### config.mk
export PLATFORM = sky130hd
export DESIGN_NAME = id_ex_hazard_ctrl
export DESIGN_NICKNAME = d
export VERILOG_FILES = /design/src/rtl/hazard_pkg.sv /design/src/rtl/mc_latency_counter.sv /design/src/rtl/id_ex_hazard_ctrl.sv
export SDC_FILE = /design/constraint.sdc
export NUM_CORES = 1
export LEC_CHECK = 0
export BUFFER_PORTS_ARGS = -buffer_cell sky130_fd_sc_hd__buf_2
export CORE_ASPECT_RATIO = 1.5
export CORE_MARGIN = 10
export CORE_UTILIZATION = 50
export DETAILED_ROUTE_END_ITERATION = 8
export PLACE_DENSITY = 0.78
export SYNTH_ARGS = -nofsm -noshare
export SYNTH_HDL_FRONTEND = slang
export SYNTH_SLANG_ARGS = --single-unit
### constraint.sdc
create_clock -name clk -period 2.4 [get_ports clk]
set_input_delay 0.48 -clock clk [delete_from_list [all_inputs] [get_ports clk]]
set_output_delay 0.48 -clock clk [all_outputs]
set_load 0.01 [all_outputs]
### src/rtl/hazard_pkg.sv
// hazard_pkg: shared types and constants for the ID/EX hazard controller.
//   state_e       : multi-cycle sequencer state (IDLE / BUSY)
//   HZ_CNT_W      : width of the multi-cycle down-counter
//   DIV_LAT_DEF   : default integer DIV/REM EX-stage latency
//   FDIV_LAT_DEF  : default FDIV/FSQRT EX-stage latency
//   lat_preload() : counter preload for a given total latency (LAT-2)
package hazard_pkg;

  typedef enum logic {
    IDLE = 1'b0,
    BUSY = 1'b1
  } state_e;

  localparam int HZ_CNT_W     = 6;
  localparam int DIV_LAT_DEF  = 34;
  localparam int FDIV_LAT_DEF = 20;

  // The start cycle and the release cycle are not counted by cnt,
  // so a LAT-cycle operation preloads LAT-2.
  function automatic logic [HZ_CNT_W-1:0] lat_preload(input int lat);
    return HZ_CNT_W'(lat - 2);
  endfunction

endpackage

### src/rtl/mc_latency_counter.sv
// mc_latency_counter: holds the multi-cycle BUSY flag and the cnt down-counter.
// Ports:
//   clk        in  : clock
//   reset      in  : asynchronous active-low reset
//   load_i     in  : start request (honoured only in IDLE)
//   load_val_i in  : preload value for cnt
//   busy_o     out : sequencer is in BUSY
//   zero_o     out : cnt == 0
module mc_latency_counter
  import hazard_pkg::*;
(
  input  logic                clk,
  input  logic                reset,
  input  logic                load_i,
  input  logic [HZ_CNT_W-1:0] load_val_i,
  output logic                busy_o,
  output logic                zero_o
);

  state_e              state_q, state_d;
  logic [HZ_CNT_W-1:0] cnt_q, cnt_d;

  // State and counter registers.
  always_ff @(posedge clk or negedge reset) begin
    if (!reset) begin
      state_q <= IDLE;
      cnt_q   <= '0;
    end else begin
      state_q <= state_d;
      cnt_q   <= cnt_d;
    end
  end

  // Next-state: load on start, count down in BUSY, leave when cnt hits zero.
  always_comb begin
    state_d = state_q;
    cnt_d   = cnt_q;
    case (state_q)
      IDLE: begin
        if (load_i) begin
          state_d = BUSY;
          cnt_d   = load_val_i;
        end else begin
          state_d = IDLE;
          cnt_d   = cnt_q;
        end
      end
      BUSY: begin
        if (cnt_q != '0) begin
          cnt_d = cnt_q - {{(HZ_CNT_W-1){1'b0}}, 1'b1};
        end else begin
          state_d = IDLE;
        end
      end
      default: begin
        state_d = IDLE;
        cnt_d   = '0;
      end
    endcase
  end

  assign busy_o = (state_q == BUSY);
  assign zero_o = (cnt_q == '0);

endmodule

### src/rtl/id_ex_hazard_ctrl.sv
// id_ex_hazard_ctrl: load-use bubbles, redirect flushes and multi-cycle
// freezes for the ID/EX stage, plus a saturating stall-cycle counter.
// Optional feature: define HAZARD_FP_EN to enable the FP load-use term and
// FDIV/FSQRT freezes; otherwise the FP ports and FDIV_LAT are ignored.
// Ports:
//   Rs1D/Rs2D/Rs3D, UseRs1D/UseRs2D, UseFs1D/2D/3D : decode-stage sources
//   RdE, MemReadE, RegWriteE, RegFWriteE            : EX-stage producer info
//   DivE, FDivE                                     : multi-cycle op in EX
//   PCSrcE                                          : redirect resolved in EX
//   StallF/StallD/StallE, FlushD/FlushE             : pipeline controls (comb)
//   mc_busy, mc_done                                : multi-cycle status (comb)
//   stall_cycles                                    : saturating StallF count
module id_ex_hazard_ctrl
  import hazard_pkg::*;
#(
  parameter int DIV_LAT  = DIV_LAT_DEF,
  parameter int FDIV_LAT = FDIV_LAT_DEF
) (
  input  logic        clk,
  input  logic        reset,
  input  logic [4:0]  Rs1D,
  input  logic [4:0]  Rs2D,
  input  logic [4:0]  Rs3D,
  input  logic        UseRs1D,
  input  logic        UseRs2D,
  input  logic        UseFs1D,
  input  logic        UseFs2D,
  input  logic        UseFs3D,
  input  logic [4:0]  RdE,
  input  logic        MemReadE,
  input  logic        RegWriteE,
  input  logic        RegFWriteE,
  input  logic        DivE,
  input  logic        FDivE,
  input  logic        PCSrcE,
  output logic        StallF,
  output logic        StallD,
  output logic        StallE,
  output logic        FlushD,
  output logic        FlushE,
  output logic        mc_busy,
  output logic        mc_done,
  output logic [31:0] stall_cycles
);

  localparam logic [HZ_CNT_W-1:0] DIV_PRE  = lat_preload(DIV_LAT);
  localparam logic [HZ_CNT_W-1:0] FDIV_PRE = lat_preload(FDIV_LAT);

  logic                hazard_int_s;
  logic                hazard_fp_s;
  logic                hazard_s;
  logic                mc_start_s;
  logic [HZ_CNT_W-1:0] load_val_s;
  logic                busy_s;
  logic                zero_s;
  logic [31:0]         stall_cycles_q, stall_cycles_d;

  assign hazard_int_s = MemReadE & RegWriteE & (RdE != 5'd0) &
                        ((UseRs1D & (RdE == Rs1D)) | (UseRs2D & (RdE == Rs2D)));

`ifdef HAZARD_FP_EN
  // f0 is a real FP register, so no RdE != 0 qualifier here.
  assign hazard_fp_s = MemReadE & RegFWriteE &
                       ((UseFs1D & (RdE == Rs1D)) | (UseFs2D & (RdE == Rs2D)) |
                        (UseFs3D & (RdE == Rs3D)));
  assign mc_start_s  = DivE | FDivE;
`else
  logic unused_fp_s;
  assign unused_fp_s = ^{UseFs1D, UseFs2D, UseFs3D, Rs3D, RegFWriteE, FDivE, FDIV_PRE};
  assign hazard_fp_s = 1'b0;
  assign mc_start_s  = DivE;
`endif

  assign hazard_s = hazard_int_s | hazard_fp_s;

  // DivE wins when both multi-cycle requests arrive together.
  assign load_val_s = DivE ? DIV_PRE : FDIV_PRE;

  mc_latency_counter u_mc_cnt (
    .clk        (clk),
    .reset      (reset),
    .load_i     (mc_start_s),
    .load_val_i (load_val_s),
    .busy_o     (busy_s),
    .zero_o     (zero_s)
  );

  // Pipeline controls: reset > multi-cycle freeze > redirect > load-use.
  always_comb begin
    StallF  = 1'b0;
    StallD  = 1'b0;
    StallE  = 1'b0;
    FlushD  = 1'b0;
    FlushE  = 1'b0;
    mc_busy = 1'b0;
    mc_done = 1'b0;
    if (!reset) begin
      mc_busy = 1'b0;
    end else if (busy_s) begin
      mc_busy = 1'b1;
      if (!zero_s) begin
        StallF = 1'b1;
        StallD = 1'b1;
        StallE = 1'b1;
      end else begin
        mc_done = 1'b1;
      end
    end else if (mc_start_s) begin
      StallF  = 1'b1;
      StallD  = 1'b1;
      StallE  = 1'b1;
      mc_busy = 1'b1;
    end else if (PCSrcE) begin
      FlushD = 1'b1;
      FlushE = 1'b1;
    end else if (hazard_s) begin
      StallF = 1'b1;
      StallD = 1'b1;
      FlushE = 1'b1;
    end else begin
      mc_busy = 1'b0;
    end
  end

  // Saturating stall-cycle counter next value.
  always_comb begin
    stall_cycles_d = stall_cycles_q;
    if (StallF && (stall_cycles_q != 32'hFFFF_FFFF)) begin
      stall_cycles_d = stall_cycles_q + 32'd1;
    end else begin
      stall_cycles_d = stall_cycles_q;
    end
  end

  // Stall-cycle counter register.
  always_ff @(posedge clk or negedge reset) begin
    if (!reset) begin
      stall_cycles_q <= 32'd0;
    end else begin
      stall_cycles_q <= stall_cycles_d;
    end
  end

  assign stall_cycles = stall_cycles_q;

endmodule

==> impl_metrics.ini <==
[run_status]
status = finished clean

[drt]
vias = 1743
detail_route.wl_per_cell_um = 15.9
dr.pass1.iters = 4
routed_via_density = 5.46
drc = 0
ant_nets = 0
routed_wl_mm = 5.08
drtIter0Drc = 54

[sta]
setup_tns_ps = 0
fin_skew_ps = 4.41
maxSlewHeadroom = 0.702
fmax_mhz = 432
worst_slack_ps = 87.4
finalSetupViolCount = 0
period_share = 0.964
hold_violations = 0
fin_crit_ps = 2310
tightest_slew_ps = 443
slew_violations = 0

[floorplanning]
die-area_um2 = 7310
rows = 29
die_x_um = 73.2
core_um2 = 4170
start_util = 0.509
fp.dieH_um = 99.8
pin_count = 72

[setup_path]
critPathLaunchType = flop
path_max_fanout = 5
arrival_ps = 1830
worst_setup_path_end_kind = primary output
worstPathRequired_ps = 1920
crit_type = reg -> out
rrSetupSlack_ps = 290

[yosys]
synth_top_area_frac = 0.459
ys_seq_area_frac = 0.459
ys_types = 38
synth.area.top_cells = dfrtp_1 (46%), xnor2_1 (16%), nand4_1 (3.8%)
ys_ff_latch = 39
synth_top_area_cell = dfrtp_1
avgSynthCellArea_um2 = 10.6
syn-cell-area_um2 = 2120
synthesis.nets = 236
yosys_warnings = 0
synth_cells = 200

[global_route]
antenna_found_initial = 0
grt_pass1_vias = 1750
grt_pass1_wl_mm = 8.12
groute.usage.overall = 0.138
gr-total-overflow = 0
grt_max_degree = 26

[cts]
htree_levels = 2
clock_sinks = 39
numCtsBuffers = 5
clk_latency_ps = 300
cts_tree = yes
hold_buffers = 0
clk_pin_slew_ps = 70
cts_root_buffer = clkbuf_8
clockBufferDepth = 2

[final_layout]
layoutNonFillerInstCount = 319
fill_cells = 336
final_common_cell = buf_2
fin_nets = 308
multi_input_area_um2 = 1090
drive_gt1_frac = 0.337
utilization = 0.628
syn2layout_area_growth_pct = 23.4
layout_common_cells = buf_2 (61), dfrtp_1 (39), xnor2_1 (38)
num_antenna_cells = 0
regArea_um2 = 976

[worst_hold_path]
hold_class = in -> async

[place]
dp_cells = 308
port_buffers = 61
hpwlAfterDp_mm = 3.96
place_congestion = 0.779
pre_cts_ws_ps = 106

[run]
cap_viol_max_count = 0

[power]
ir_drop_uv = 686
p_total_uw = 1880
cellPowerDensity_nw_per_um2 = 719
total_leakage_power_uw = 0.00128
[synth_stat cells]
cell type	n
a21o_1	1
a21oi_1	4
a31o_2	1
and2_1	2
and3_1	7
and4_1	4
and4_2	1
and4_4	1
buf_2	1
buf_4	2
buf_6	2
buf_8	1
dfrtp_1	39
ha_1	3
inv_1	5
mux2_2	1
nand2_1	18
nand2b_1	2
nand3_1	11
nand3_2	1
nand4_1	13
nand4_2	3
nand4b_2	1
nor2_1	9
nor2b_1	5
nor3_1	1
nor3b_1	5
nor4b_1	1
nor4b_2	1
o21ai_0	1
o221a_1	1
o22ai_1	1
o311a_1	1
o31ai_1	1
o32ai_1	1
or3_1	2
xnor2_1	38
xor2_1	8
[sequential cells by signal, indices dropped and copies added (netlist names)]
| name | cells |
|---|---|
| stall_cycles | 32 |
| u_mc_cnt.busy_o | 1 |
| u_mc_cnt.cnt_q | 6 |
[metrics by stage]
step           area (um2)  hold slack, ps
3_3_place_gp         2490             476
4_1_cts              2600             179
5_1_grt              2620             216
3_5_place_dp         2490             478
6_report             2620             183
2_1_floorplan        2120             184
[final timing paths]
path,start,end,cells after the start
max,u_mc_cnt.cnt_q[1],StallF,6
min,reset,u_mc_cnt.cnt_q[0],2
max reg2reg,u_mc_cnt.cnt_q[1],stall_cycles[1],8
min reg2reg,stall_cycles[20],stall_cycles[20],1
max in group asynchronous,reset,stall_cycles[14],2
min in group clk,DivE,u_mc_cnt.cnt_q[0],2
[routing by layer]
layer | track usage | share of wire | up-vias | wire length, um
met5 | 0 | 0 | - | 0
met4 | 0.0616 | 0.018 | 0 | 90
met3 | 0.0513 | 0.083 | 6 | 423
met1 | 0.140 | 0.39 | 850 | 1980
li1 | - | - | 836 | -
met2 | 0.242 | 0.51 | 51 | 2590
[critical path: stages, from the launching register on]
cell	delay, ps
dfrtp_1	390
inv_1	100
ha_1	160
nor4b_4	320
a21oi_2	120
a31o_2	290
buf_2	140
[area by class of cell]
type	instances	share of cell area
Timing Repair Buffer	71	0.150
Sequential cell	39	0.372
Tap cell	46	0.0219
Inverter	5	0.00716
Multi-Input combinational cell	150	0.415
Clock buffer	5	0.0262
Clock inverter	3	0.00763
[report_power, final]
part	total, uW	internal (uW)	switching [uW]
Clock	441	202	239
Sequential	901	767	134
Combinational	542	269	274
Total	1880	1240	647
[logic make-up after synthesis]
kind of cell,Yosys count,share of synthesized area
and+or+nand+nor,88,0.252
AOI/OAI and AO/OA,12,0.0401
xor gates and xnor gates,46,0.190
muxes,1,0.00530
DFF,39,0.459
buffers and inverters,11,0.0359
adders and majority gates,3,0.0177
[timing repair]
item                       CTS  global route
buffers inserted             1             2
setup endpoints to repair    2             2
hold endpoints to repair     0             0
resized for setup            2             2
gates cloned                 0             0
pin swaps                    1             1
Note: power is estimated with default switching activity, not from simulation.
